## src/rtl/regfile_wr_arbiter.sv

```systemverilog
// Register-file write-port controller: round-robin sharing between requesters A and B.
// Define REGFILE_CLEAR_EN to sweep every register to zero after reset (busy high meanwhile).
module regfile_wr_arbiter #(
  parameter int DATA_W = 32,
  parameter int ADDR_W = 4,
  parameter int NREGS  = 16
) (
  input  logic              CLK,
  input  logic              RESET,
  input  logic              a_req,
  input  logic [ADDR_W-1:0] a_addr,
  input  logic [DATA_W-1:0] a_data,
  input  logic              b_req,
  input  logic [ADDR_W-1:0] b_addr,
  input  logic [DATA_W-1:0] b_data,
  output logic              a_gnt,
  output logic              b_gnt,
  output logic              busy,
  output logic              RegWr,
  output logic [ADDR_W-1:0] Waddr,
  output logic [DATA_W-1:0] Writedata
);

  // Handshake: a requester holds req/addr/data until it sees its one-cycle gnt; while
  // its gnt is high it is not eligible, so a request still held in that cycle is written once.
  logic              ptr_q, ptr_d;  // 0: A wins a tie, 1: B wins a tie
  logic              a_gnt_q, a_gnt_d;
  logic              b_gnt_q, b_gnt_d;
  logic              regwr_q, regwr_d;
  logic [ADDR_W-1:0] waddr_q, waddr_d;
  logic [DATA_W-1:0] wdata_q, wdata_d;
  logic              a_elig, b_elig, a_win, b_win;
  logic              clearing;

  // The clear sweep walks addresses 0..NREGS-1, so NREGS must equal 2**ADDR_W.
  if (NREGS != (1 << ADDR_W)) begin : g_nregs_mismatch
  end

`ifdef REGFILE_CLEAR_EN
  typedef enum logic {ST_CLEAR, ST_RUN} state_e;
  localparam logic [ADDR_W-1:0] LAST_ADDR = ADDR_W'(NREGS - 1);

  state_e            state_q, state_d;
  logic [ADDR_W-1:0] cnt_q, cnt_d;

  // busy is the externally visible view of the FSM state.
  assign clearing = (state_q == ST_CLEAR);

  always_ff @(posedge CLK or posedge RESET) begin
    if (RESET) begin
      state_q <= ST_CLEAR;
      cnt_q   <= '0;
    end else begin
      state_q <= state_d;
      cnt_q   <= cnt_d;
    end
  end
`else
  assign clearing = 1'b0;
`endif

  assign a_elig = a_req & ~a_gnt_q;
  assign b_elig = b_req & ~b_gnt_q;
  assign a_win  = a_elig & (~b_elig | ~ptr_q);
  assign b_win  = b_elig & ~a_win;

  always_comb begin
    ptr_d   = ptr_q;
    a_gnt_d = 1'b0;
    b_gnt_d = 1'b0;
    regwr_d = 1'b0;
    waddr_d = waddr_q;
    wdata_d = wdata_q;
`ifdef REGFILE_CLEAR_EN
    state_d = state_q;
    cnt_d   = cnt_q;
`endif
    if (clearing) begin
`ifdef REGFILE_CLEAR_EN
      regwr_d = 1'b1;
      waddr_d = cnt_q;
      wdata_d = '0;
      cnt_d   = cnt_q + 1'b1;
      if (cnt_q == LAST_ADDR) state_d = ST_RUN;
`endif
    end else if (a_win) begin
      regwr_d = 1'b1;
      waddr_d = a_addr;
      wdata_d = a_data;
      a_gnt_d = 1'b1;
      ptr_d   = 1'b1;
    end else if (b_win) begin
      regwr_d = 1'b1;
      waddr_d = b_addr;
      wdata_d = b_data;
      b_gnt_d = 1'b1;
      ptr_d   = 1'b0;
    end
  end

  always_ff @(posedge CLK or posedge RESET) begin
    if (RESET) begin
      ptr_q   <= 1'b0;
      a_gnt_q <= 1'b0;
      b_gnt_q <= 1'b0;
      regwr_q <= 1'b0;
      waddr_q <= '0;
      wdata_q <= '0;
    end else begin
      ptr_q   <= ptr_d;
      a_gnt_q <= a_gnt_d;
      b_gnt_q <= b_gnt_d;
      regwr_q <= regwr_d;
      waddr_q <= waddr_d;
      wdata_q <= wdata_d;
    end
  end

  assign a_gnt     = a_gnt_q;
  assign b_gnt     = b_gnt_q;
  assign busy      = clearing;
  assign RegWr     = regwr_q;
  assign Waddr     = waddr_q;
  assign Writedata = wdata_q;

endmodule

```

## config.mk

```make
export PLATFORM = sky130hd
export DESIGN_NAME = regfile_wr_arbiter
export DESIGN_NICKNAME = d
export VERILOG_FILES = /design/src/rtl/regfile_wr_arbiter.sv
export SDC_FILE = /design/constraint.sdc
export NUM_CORES = 1
export LEC_CHECK = 0
export ABC_AREA = 0
export BUFFER_PORTS_ARGS = -buffer_cell sky130_fd_sc_hd__buf_2
export CELL_PAD_IN_SITES_DETAIL_PLACEMENT = 1
export CELL_PAD_IN_SITES_GLOBAL_PLACEMENT = 1
export CORE_MARGIN = 4
export CORE_UTILIZATION = 31
export CTS_CLUSTER_DIAMETER = 60
export DETAILED_ROUTE_END_ITERATION = 6
export GPL_ROUTABILITY_DRIVEN = 0
export PLACE_DENSITY = 0.84
export SLEW_MARGIN = 30
export SYNTH_ARGS = -nofsm -noshare
export SYNTH_HDL_FRONTEND = slang
export SYNTH_SLANG_ARGS = --single-unit
```

## constraint.sdc

```tcl
create_clock -name CLK -period 1.5 [get_ports CLK]
set_input_delay 0.075 -clock CLK [delete_from_list [all_inputs] [get_ports CLK]]
set_output_delay 0.075 -clock CLK [all_outputs]
set_load 0.01 [all_outputs]
```

==> results of run 1 <==
[placed cells by master (no fill, tap or decap), drive strengths merged]
| cell type | netlist | routed |
|---|---|---|
| a221o | 36 | 36 |
| nand2b | 1 | 1 |
| conb | 1 | 1 |
| nor3b | 37 | 37 |
| and2b | 1 | 1 |
| nor2 | 1 | 1 |
| a21boi | 1 | 1 |
| dfrtp | 40 | 40 |
| dlygate4sd3 | 0 | 2 |
| clkbuf | 2 | 10 |
| buf | 13 | 127 |
| a21o | 1 | 1 |
| nor2b | 1 | 1 |
| clkinv | 0 | 1 |
| or2 | 1 | 1 |
[flip-flops by register name (all words and copies together) (netlist names)]
signal	count
a_gnt	1
Writedata	32
b_gnt	1
Waddr	4
ptr_q	1
RegWr	1
[cell families (layout without fill, tap and decap cells)]
| family | after synthesis | in the layout | synth area share (%) |
|---|---|---|---|
| buffers and inverters | 16 | 140 | 6.339 |
| and+or+nand+nor | 42 | 42 | 17.32 |
| DFF | 40 | 40 | 54.53 |
| AOI/OAI and AO/OA | 38 | 38 | 21.61 |
| other | 1 | 1 | 0.2043 |
[where the power goes]
group          switching (mW)  leakage [nW]  internal [mW]
combinational           0.624         0.784          0.694
sequential              0.135         0.489           1.34
clock                   0.361        0.0455          0.376
[how the worst max path moves through the flow]
stage	start	to	slack, ns	cells past startpoint
after floorplan	b_gnt	Writedata[10]	0.11	5
after global placement	a_gnt	Writedata[29]	0.07	4
after detailed placement	a_gnt	Writedata[29]	0.04	4
after CTS	a_gnt	Writedata[29]	0.02	4
after global routing	ptr_q	Writedata[29]	-0.02	4
final	ptr_q	Writedata[29]	0.03	4
[per-layer routing]
metal,track usage [%],up-vias,wire [microns]
li1,-,793,-
met1,20.74,860,2571
met2,28.67,88,3104
met3,5.534,6,549
met4,3.022,0,45
met5,0,-,0
[through the flow]
| step | total power [mW] | TNS, ns | std cells | util, % |
|---|---|---|---|---|
| global route | 3.778 | -0.1240 | 333 | 47.95 |
| global placement | 2.703 | 0 | 318 | 44.78 |
| CTS | 3.512 | 0 | 327 | 46.56 |
| finish | 3.528 | 0 | 333 | 47.95 |
| floorplan | 2.196 | 0 | 137 | - |
| detailed placement | 2.756 | 0 | 318 | 44.78 |
[area by class of cell]
class / instances / area, sq um
clock buffers: 8 / 90.09
fillers: 653 / 2919
inverters: 1 / 3.754
multi-input cells: 81 / 732.0
flip-flops and latches: 40 / 1001
well taps: 72 / 90.09
repair buffers: 131 / 772.0
[timing repair]
| item | 4_1_cts | 5_1_grt |
|---|---|---|
| hold buffers | 1 | 1 |
| setup buffers | 0 | 4 |
| hold endpoints to repair | 40 | 1 |
| gates resized for setup | 0 | 3 |
| setup endpoints to repair | 0 | 30 |
==> impl_metrics.yaml, run 1 <==
logic_synthesis:
  yosys_warnings: 0
  synth_cells: 137
  synth-async-reset-ratio_pct: 100.0
  synth_area_leader_cell: "dfrtp_1"
  ys_top_cells_by_count: "dfrtp_1, nor3b_1, a221o_1"
  synth_top_area_share_pct: 54.53
  ys_seq_area_share_pct: 54.53
  synth.distinct_cells: 18
  synth.area.top_cells: "dfrtp_1, a221o_1, nor3b_1, a221o_2, buf_6"
  ys_ff_latch: 40
  synth_ff_type: "dfrtp_1"
  synth_edf_count: 0
  synth_nets: 213
  syn_avg_cell_area_sq_um: 13.40
  synth_area_sq_um: 1836
  synthMostInstantiatedCell: "dfrtp_1"
power_and_ir_drop:
  vdd_drop_max_mv: 0.4958
  power.density_nw_per_um2: 1312
  p_leak_nw: 1.318
setup_path:
  crit_chain: "nor3b_4, nor2_4, buf_12, a221o_2"
  worstSetupStartpointType: "flop"
  rr_worst_depth: 4
  r2r_setup_slack_ns: 0.03
  r2r-end: "Writedata[29]"
  critPathMaxFanout: 12
  cp_slowest_cell: "dfrtp_1"
  end_kind: "flop"
  worst-path-buf-inv: 1
  path_class: "reg2reg"
  r2r_start: "ptr_q"
  required_ns: 1.67
  cp_top_family: "flip-flops"
  max_stage_delay_ns: 0.42
  crit_arrival_ns: 1.64
drt:
  dr.pass1.iters: 4
  via_per_inst: 5.246
  vias: 1747
  wl_per_cell_microns: 18.83
  routed_wl_mm: 6.271
  postRouteAntennaNets: 0
  drtIter0Drc: 40
  drcViolationCount: 0
run_status:
  status: "complete, no violations"
timing:
  hold_viol: 0
  min_period_ns: 1.468
  finalCritPeriodShare_pct: 97.86
  setup_ws_ns: 0.03207
  finClkSkew_ns: 0.004756
  rsz0062_at_grt: "true"
  fmax_ghz: 0.6812
  drv_slew: 0
  worstMarginPinSlew_ns: 0.5256
  max_slew_margin_pct: 64.96
  setup_viol: 0
  whs_ns: 0.01566
global_routing:
  grt_pass1_wl_mm: 9.887
  grt_util_all_layers_pct: 16.74
  overflow: 0
  grt_max_degree: 41
  grt_pass1_vias: 1921
  antenna_found_initial: 0
min_path:
  min_to: "Writedata[5]"
  holdCritPathClass: "in2reg"
  min_from: "b_data[5]"
  worstHoldPathCells: 2
cts:
  clk_pin_slew_ns: 0.08
  cts_tree: "yes"
  h-tree-depth: 2
  clock_path_buffers: 2
  numClockSinks: 40
  cts_inserted_buffers: 5
  cts_root_buf: "clkbuf_8"
  insertion_delay_ns: 0.29
floorplanning:
  dieHeight_microns: 84.95
  pin_count: 116
  initial_core_util_pct: 32.73
  fp.dieArea_sq_um: 7217
  rows: 27
  die_x_microns: 84.95
  coreArea_sq_um: 5608
layout:
  layout.nets: 336
  antenna_cells: 0
  stdcell_area_sq_um: 2689
  syn2layout_area_growth_pct: 46.49
  drive_gt1_share_pct: 57.09
place:
  placed_area_sq_um: 2511
  port_buffers: 114
  post-place-ws_ns: 0.03744
  dp_hpwl_mm: 4.466
flow_run:
  drv_cap: 0
Note: power is estimated with default switching activity, not from simulation.
==> inputs of run 2 (changes only) <==
--- a/config.mk
+++ b/config.mk
@@ -5,17 +5,18 @@
 export SDC_FILE = /design/constraint.sdc
 export NUM_CORES = 1
 export LEC_CHECK = 0
-export ABC_AREA = 0
+export ABC_AREA = 1
 export BUFFER_PORTS_ARGS = -buffer_cell sky130_fd_sc_hd__buf_2
 export CELL_PAD_IN_SITES_DETAIL_PLACEMENT = 1
 export CELL_PAD_IN_SITES_GLOBAL_PLACEMENT = 1
 export CORE_MARGIN = 4
-export CORE_UTILIZATION = 31
+export CORE_UTILIZATION = 30
 export CTS_CLUSTER_DIAMETER = 60
 export DETAILED_ROUTE_END_ITERATION = 6
 export GPL_ROUTABILITY_DRIVEN = 0
-export PLACE_DENSITY = 0.84
+export PLACE_DENSITY = 0.85
 export SLEW_MARGIN = 30
 export SYNTH_ARGS = -nofsm -noshare
 export SYNTH_HDL_FRONTEND = slang
 export SYNTH_SLANG_ARGS = --single-unit
+export TNS_END_PERCENT = 10
==> run 2 against run 1 <==
- synthesized cell count is 60% higher
- cell area is 2.9% lower
- clock skew is 0.0017 ns higher
- sequential share of layout area is 1.1 points higher
- first-iteration DRC count is 150% higher
- maximum frequency is 20% higher
- largest power group unchanged
- highest routed layer unchanged
==> impl_metrics.yaml, run 2 <==
run_status:
  status: "complete, no violations"
logic_synthesis:
  yosys_warnings: 0
  synthMostInstantiatedCell: "nand3_1"
  synth.area.top_cells: "dfrtp_1, nand3_1, nand2_1, buf_6, buf_4"
  yosys.area_share.simple_pct: 37.43
  ys_seq_area_share_pct: 51.98
  synth_edf_count: 0
  synth.distinct_cells: 14
  synth_top_family_by_area: "simple AND/OR/NAND/NOR gates"
  synthXorXnorAreaFrac_pct: 0
  ys_ff_latch: 40
  synth_top_area_share_pct: 51.98
  synthAdderAreaFrac_pct: 0
  synth-async-reset-ratio_pct: 100.0
  synth_area_leader_cell: "dfrtp_1"
  synth_nets: 295
  synth_mux_area_share_pct: 0
  ys_top_cells_by_count: "nand3_1, dfrtp_1, nand2_1"
  syn_avg_cell_area_sq_um: 8.793
  synth_cells: 219
  synth_ff_type: "dfrtp_1"
  synth_area_sq_um: 1926
  synth_compound_area_share_pct: 0.2599
setup_path:
  r2r_start: "a_gnt"
  end_kind: "flop"
  crit_arrival_ns: 1.44
  r2r-end: "Writedata[18]"
  r2r_setup_slack_ns: 0.28
  path_class: "reg2reg"
  worstSetupStartpointType: "flop"
  critPathMaxFanout: 36
  rr_worst_depth: 6
  required_ns: 1.72
place:
  post-place-ws_ns: 0.1208
  port_buffers: 114
  dp_hpwl_mm: 4.809
drt:
  dr.pass1.iters: 4
  drcViolationCount: 0
  routed_wl_mm: 6.368
  postRouteAntennaNets: 0
  drtIter0Drc: 98
  wl_per_cell_microns: 15.65
  via_per_inst: 4.931
  vias: 2007
floorplanning:
  pin_count: 116
  coreArea_sq_um: 6061
  rows: 28
  initial_core_util_pct: 31.77
  die_x_microns: 88.12
  dieHeight_microns: 88.12
  fp.dieArea_sq_um: 7764
layout:
  multi_input_area_sq_um: 734.5
  n_fill_cell: 787
  final_cell_mix: "buf_2, nand3_1, dfrtp_1"
  mostFrequentLayoutCell: "buf_2"
  drive_gt1_share_pct: 41.27
  layout.nets: 407
  syn2layout_area_growth_pct: 35.61
  largest_register_ffs: 32
  seq_area_sq_um: 1001
  antenna_cells: 0
cts:
  numClockSinks: 40
  cts_tree: "yes"
  post_cts.repair.setup_buffers: 0
  insertion_delay_ns: 0.28
  cts_root_buf: "clkbuf_8"
  cts_inserted_buffers: 5
  clock_path_buffers: 2
  h-tree-depth: 2
  clk_pin_slew_ns: 0.08
global_routing:
  grt-busiest-layer: "met2"
  met3_usage_pct: 3.387
  antenna_found_initial: 0
  grt_use_met2_pct: 29.32
  grt_pass1_wl_mm: 9.970
  overflow: 0
  grt_util_all_layers_pct: 16.55
  grt_max_degree: 38
  grt_pass1_vias: 2145
  gr-usage-met1_pct: 20.20
timing:
  fin_tns_setup_ns: 0
  rsz0062_at_grt: "false"
  hold_viol: 0
  setup_ws_ns: 0.2760
  min_period_ns: 1.224
  finalCritPeriodShare_pct: 81.60
  setup_viol: 0
  fmax_ghz: 0.8170
  drv_slew: 0
  finClkSkew_ns: 0.006492
power_and_ir_drop:
  swShare_pct: 35.44
  power.density_nw_per_um2: 1278
  vdd_drop_max_mv: 0.4083
  p_seq_share_pct: 44.2
  p_comb_share_pct: 33.7
  pwr-share-clk_pct: 22.1
  p_leak_nw: 1.398
  p_int_mw: 2.155
  p_switching_mw: 1.183
flow_run:
  drv_cap: 0
min_path:
  holdCritPathClass: "in2reg"
  worstHoldPathCells: 3
  min_from: "b_data[6]"
  min_to: "Writedata[6]"
==> run 2: changes by cell type after synthesis, sizes merged, moves of 6 or more <==
cell / before / now
a221o: 36 / 0
buf: 13 / 19
inv: 1 / 7
nand2: 0 / 40
nand3: 0 / 109
nor3b: 37 / 0
==> run 2: kinds of logic (layout without fill, tap and decap cells) <==
logic type,Yosys count,in the layout
and+or+nand+nor,151,151
DFF,40,40
other,1,1
buffers and inverters,26,139
AOI/OAI and AO/OA,1,1
==> run 2: cell type report <==
type	instances	area share [%]
Multi-Input combinational cell	153	28.13
Clock buffer	6	3.162
Sequential cell	40	38.33
Tap cell	75	3.594
Clock inverter	2	0.3833
Timing Repair Buffer	124	25.30
Inverter	7	1.102
==> run 2: critical path, stage by stage, from the launching register on <==
cell	delay, ns
dfrtp_1	0.42
inv_1	0.06
nand2_1	0.08
nand2_2	0.09
inv_4	0.28
nand2_1	0.11
nand3_1	0.10
==> run 2: worst max path at each step <==
stage / cells past startpoint / to / slack, ns / start
after global routing: 6 / Writedata[9] / 0.13 / a_gnt
after floorplan: 6 / Writedata[10] / 0.38 / b_gnt
after CTS: 6 / Writedata[18] / 0.09 / a_gnt
after global placement: 6 / Writedata[30] / 0.20 / a_gnt
after detailed placement: 6 / Writedata[18] / 0.12 / a_gnt
final: 6 / Writedata[18] / 0.28 / a_gnt
==> run 2: through the flow <==
stage          instance area [sq um]  power, mW  std cells  hold slack [ns]  util (%)
3_3_place_gp                    2506      2.589        398          0.04965     41.35
5_1_grt                         2611      3.590        407          0.01654     43.08
2_1_floorplan                   1926      2.160        219           0.2130         -
4_1_cts                         2609      3.397        407         0.008549     43.04
6_report                        2611      3.338        407          0.01919     43.08
3_5_place_dp                    2506      2.643        398          0.05838     41.35
==> run 2: what timing repair did <==
item / in CTS / in global routing
resized for setup: 0 / 2
hold buffers: 1 / 0
endpoints found under the setup margin: 0 / 32
endpoints found under the hold margin: 11 / 0
==> run 2: power by group through the flow <==
stage / registers (mW) / logic [mW] / clock network (mW)
after floorplan: 1.60 / 0.563 / 0
after global placement: 1.49 / 1.10 / 0
after detailed placement: 1.49 / 1.15 / 0
after CTS: 1.48 / 1.15 / 0.770
after global routing: 1.51 / 1.26 / 0.822
final: 1.48 / 1.12 / 0.739
==> run 2: layer usage <==
metal / vias to the layer above / wire length, microns
met5: - / 0
met2: 73 / 3233
met3: 6 / 489
met4: 0 / 48
met1: 964 / 2596
li1: 964 / -
==> inputs of run 3 (changes only) <==
--- a/config.mk
+++ b/config.mk
@@ -10,11 +10,11 @@
 export CELL_PAD_IN_SITES_DETAIL_PLACEMENT = 1
 export CELL_PAD_IN_SITES_GLOBAL_PLACEMENT = 1
 export CORE_MARGIN = 4
-export CORE_UTILIZATION = 30
+export CORE_UTILIZATION = 27
 export CTS_CLUSTER_DIAMETER = 60
 export DETAILED_ROUTE_END_ITERATION = 6
 export GPL_ROUTABILITY_DRIVEN = 0
-export PLACE_DENSITY = 0.85
+export PLACE_DENSITY = 0.81
 export SLEW_MARGIN = 30
 export SYNTH_ARGS = -nofsm -noshare
 export SYNTH_HDL_FRONTEND = slang
==> constraint.sdc (replaced) <==
create_clock -name CLK -period 0.98 [get_ports CLK]
set_input_delay 0.049 -clock CLK [delete_from_list [all_inputs] [get_ports CLK]]
set_output_delay 0.049 -clock CLK [all_outputs]
set_load 0.01 [all_outputs]
==> run 3 against run 2 <==
- the flow now finishes with violations (setup timing)
- hold slack worse by 0.014 ns
- total power up 69%
- maximum frequency up 4.4%
- final cell count up 13%
- combinational power up 100%
- routed wire length up 22%
- first-iteration DRC count down 50%
- non-clock buffer count up 34
- global-route usage down 0.16 points
- core utilization up 4.9 points
- clock power up 42%
- count of clock-buffer cells in the layout unchanged
==> impl_metrics.yaml, run 3 (synthesized netlist as in run 2, its figures left out) <==
timing:
  drv_slew: 0
  setup_ws_ns: -0.1930
  rsz0062_at_grt: "true"
  min_period_ns: 1.173
  fmax_ghz: 0.8526
  setup_viol: 40
  finalCritPeriodShare_pct: 119.7
  finClkSkew_ns: 0.007096
  hold_viol: 0
  fin_tns_setup_ns: -6.459
  whs_ns: 0.005629
drt:
  postRouteAntennaNets: 0
  dr.pass1.iters: 4
  routed_wl_mm: 7.768
  drtIter0Drc: 49
  via_per_inst: 4.779
  wl_per_cell_microns: 16.85
  drcViolationCount: 0
  vias: 2203
setup_path:
  cp-endpoint: "Writedata[16]"
  critPathMaxFanout: 18
  end_kind: "flop"
  worstSetupStartpointType: "flop"
  r2r-end: "Writedata[16]"
  rr_worst_depth: 6
  crit_arrival_ns: 1.34
  r2r_start: "a_gnt"
  required_ns: 1.15
  r2r_setup_slack_ns: -0.19
  startpoint: "a_gnt"
  path_class: "reg2reg"
floorplanning:
  fp.dieArea_sq_um: 8547
  rows: 30
  dieHeight_microns: 92.45
  die_x_microns: 92.45
  initial_core_util_pct: 28.03
  coreArea_sq_um: 6869
  pin_count: 116
global_routing:
  overflow: 0
  grt_use_met2_pct: 30.27
  grt-busiest-layer: "met2"
  met3_usage_pct: 3.574
  antenna_found_initial: 0
  grt_pass1_wl_mm: 11.20
  grt_max_degree: 41
  grt_util_all_layers_pct: 16.39
  gr-usage-met1_pct: 18.51
  grt_pass1_vias: 2326
place:
  post-place-cells: 420
  post-place-ws_ns: -0.1452
  port_buffers: 114
  dp_hpwl_mm: 4.675
cts:
  cts_root_buf: "clkbuf_8"
  clock_path_buffers: 2
  numClockSinks: 40
  clk_pin_slew_ns: 0.08
  insertion_delay_ns: 0.29
  cts_inserted_buffers: 5
  cts_tree: "yes"
  h-tree-depth: 2
flow_run:
  drv_cap: 0
power_and_ir_drop:
  vdd_drop_max_mv: 0.6936
  power.density_nw_per_um2: 1707
  p_leak_nw: 1.709
min_path:
  holdCritPathClass: "in2reg"
layout:
  final_cell_mix: "buf_2, nand3_1, dfrtp_1"
  largest_register_ffs: 32
  antenna_cells: 0
  fin_cells: 461
  mostFrequentLayoutCell: "buf_2"
  drive_gt1_share_pct: 52.60
  syn2layout_area_growth_pct: 71.28
  n_fill_cell: 812
  layout.nets: 441
run_status:
  violations: "setup timing"
  status: "finished with violations"
## run 3: cell types whose count changed in the layout (fill, tap and decap cells not counted), sizes merged
cell         delta
dlygate4sd3    +29
clkbuf          +3
clkinv          -1
buf             +2
## run 3: stage by stage
step / power, mW / utilization (%) / instance area [sq um]
5_1_grt: 6.002 / 48.01 / 3298
6_report: 5.631 / 48.01 / 3298
2_1_floorplan: 3.357 / - / 1958
4_1_cts: 5.318 / 43.52 / 2989
3_5_place_dp: 4.161 / 38.11 / 2618
3_3_place_gp: 4.100 / 38.11 / 2618
## run 3: worst max-delay path, stage by stage (launching register included)
cell	delay [ns]
dfrtp_1	0.42
inv_2	0.05
nand2_2	0.08
nand2_4	0.10
clkbuf_16	0.21
nand3_1	0.12
nand3_2	0.06
## run 3: worst min-delay path by stage
stage / from / depth (start not counted) / to
after floorplan: b_data[29] / 2 / Writedata[29]
after global placement: RESET / 3 / Writedata[14]
after detailed placement: RESET / 3 / Writedata[16]
after CTS: a_data[4] / 3 / Writedata[4]
after global routing: a_data[20] / 3 / Writedata[20]
final: a_data[20] / 3 / Writedata[20]
## run 3: layout make-up
class	count	area, sq um	area share [%]
Tap cell	96	120.1	3.642
Inverter	7	33.78	1.024
Timing Repair Buffer	158	1124	34.07
Sequential cell	40	1001	30.35
Clock inverter	1	5.005	0.1517
Multi-Input combinational cell	153	942.2	28.57
Clock buffer	6	72.57	2.200
## run 3: per-layer routing
metal	vias to the layer above	share of wire, %
met5	-	0
met4	0	1.4
met3	11	5.3
met2	79	55
met1	1077	39
li1	1036	-
## run 3: where the power goes
part | internal, mW | switching (mW)
Combinational | 1.04 | 1.25
Sequential | 2.04 | 0.258
Clock | 0.485 | 0.563
Total | 3.56 | 2.07
## run 3: timing repair
| item | CTS | global route |
|---|---|---|
| pin swaps | 0 | 10 |
| endpoints found under the setup margin | 39 | 40 |
| cloned | 0 | 4 |
| endpoints found under the hold margin | 63 | 1 |
| hold buffers | 29 | 1 |
| resized for setup | 1 | 56 |
| buffers inserted | 0 | 0 |
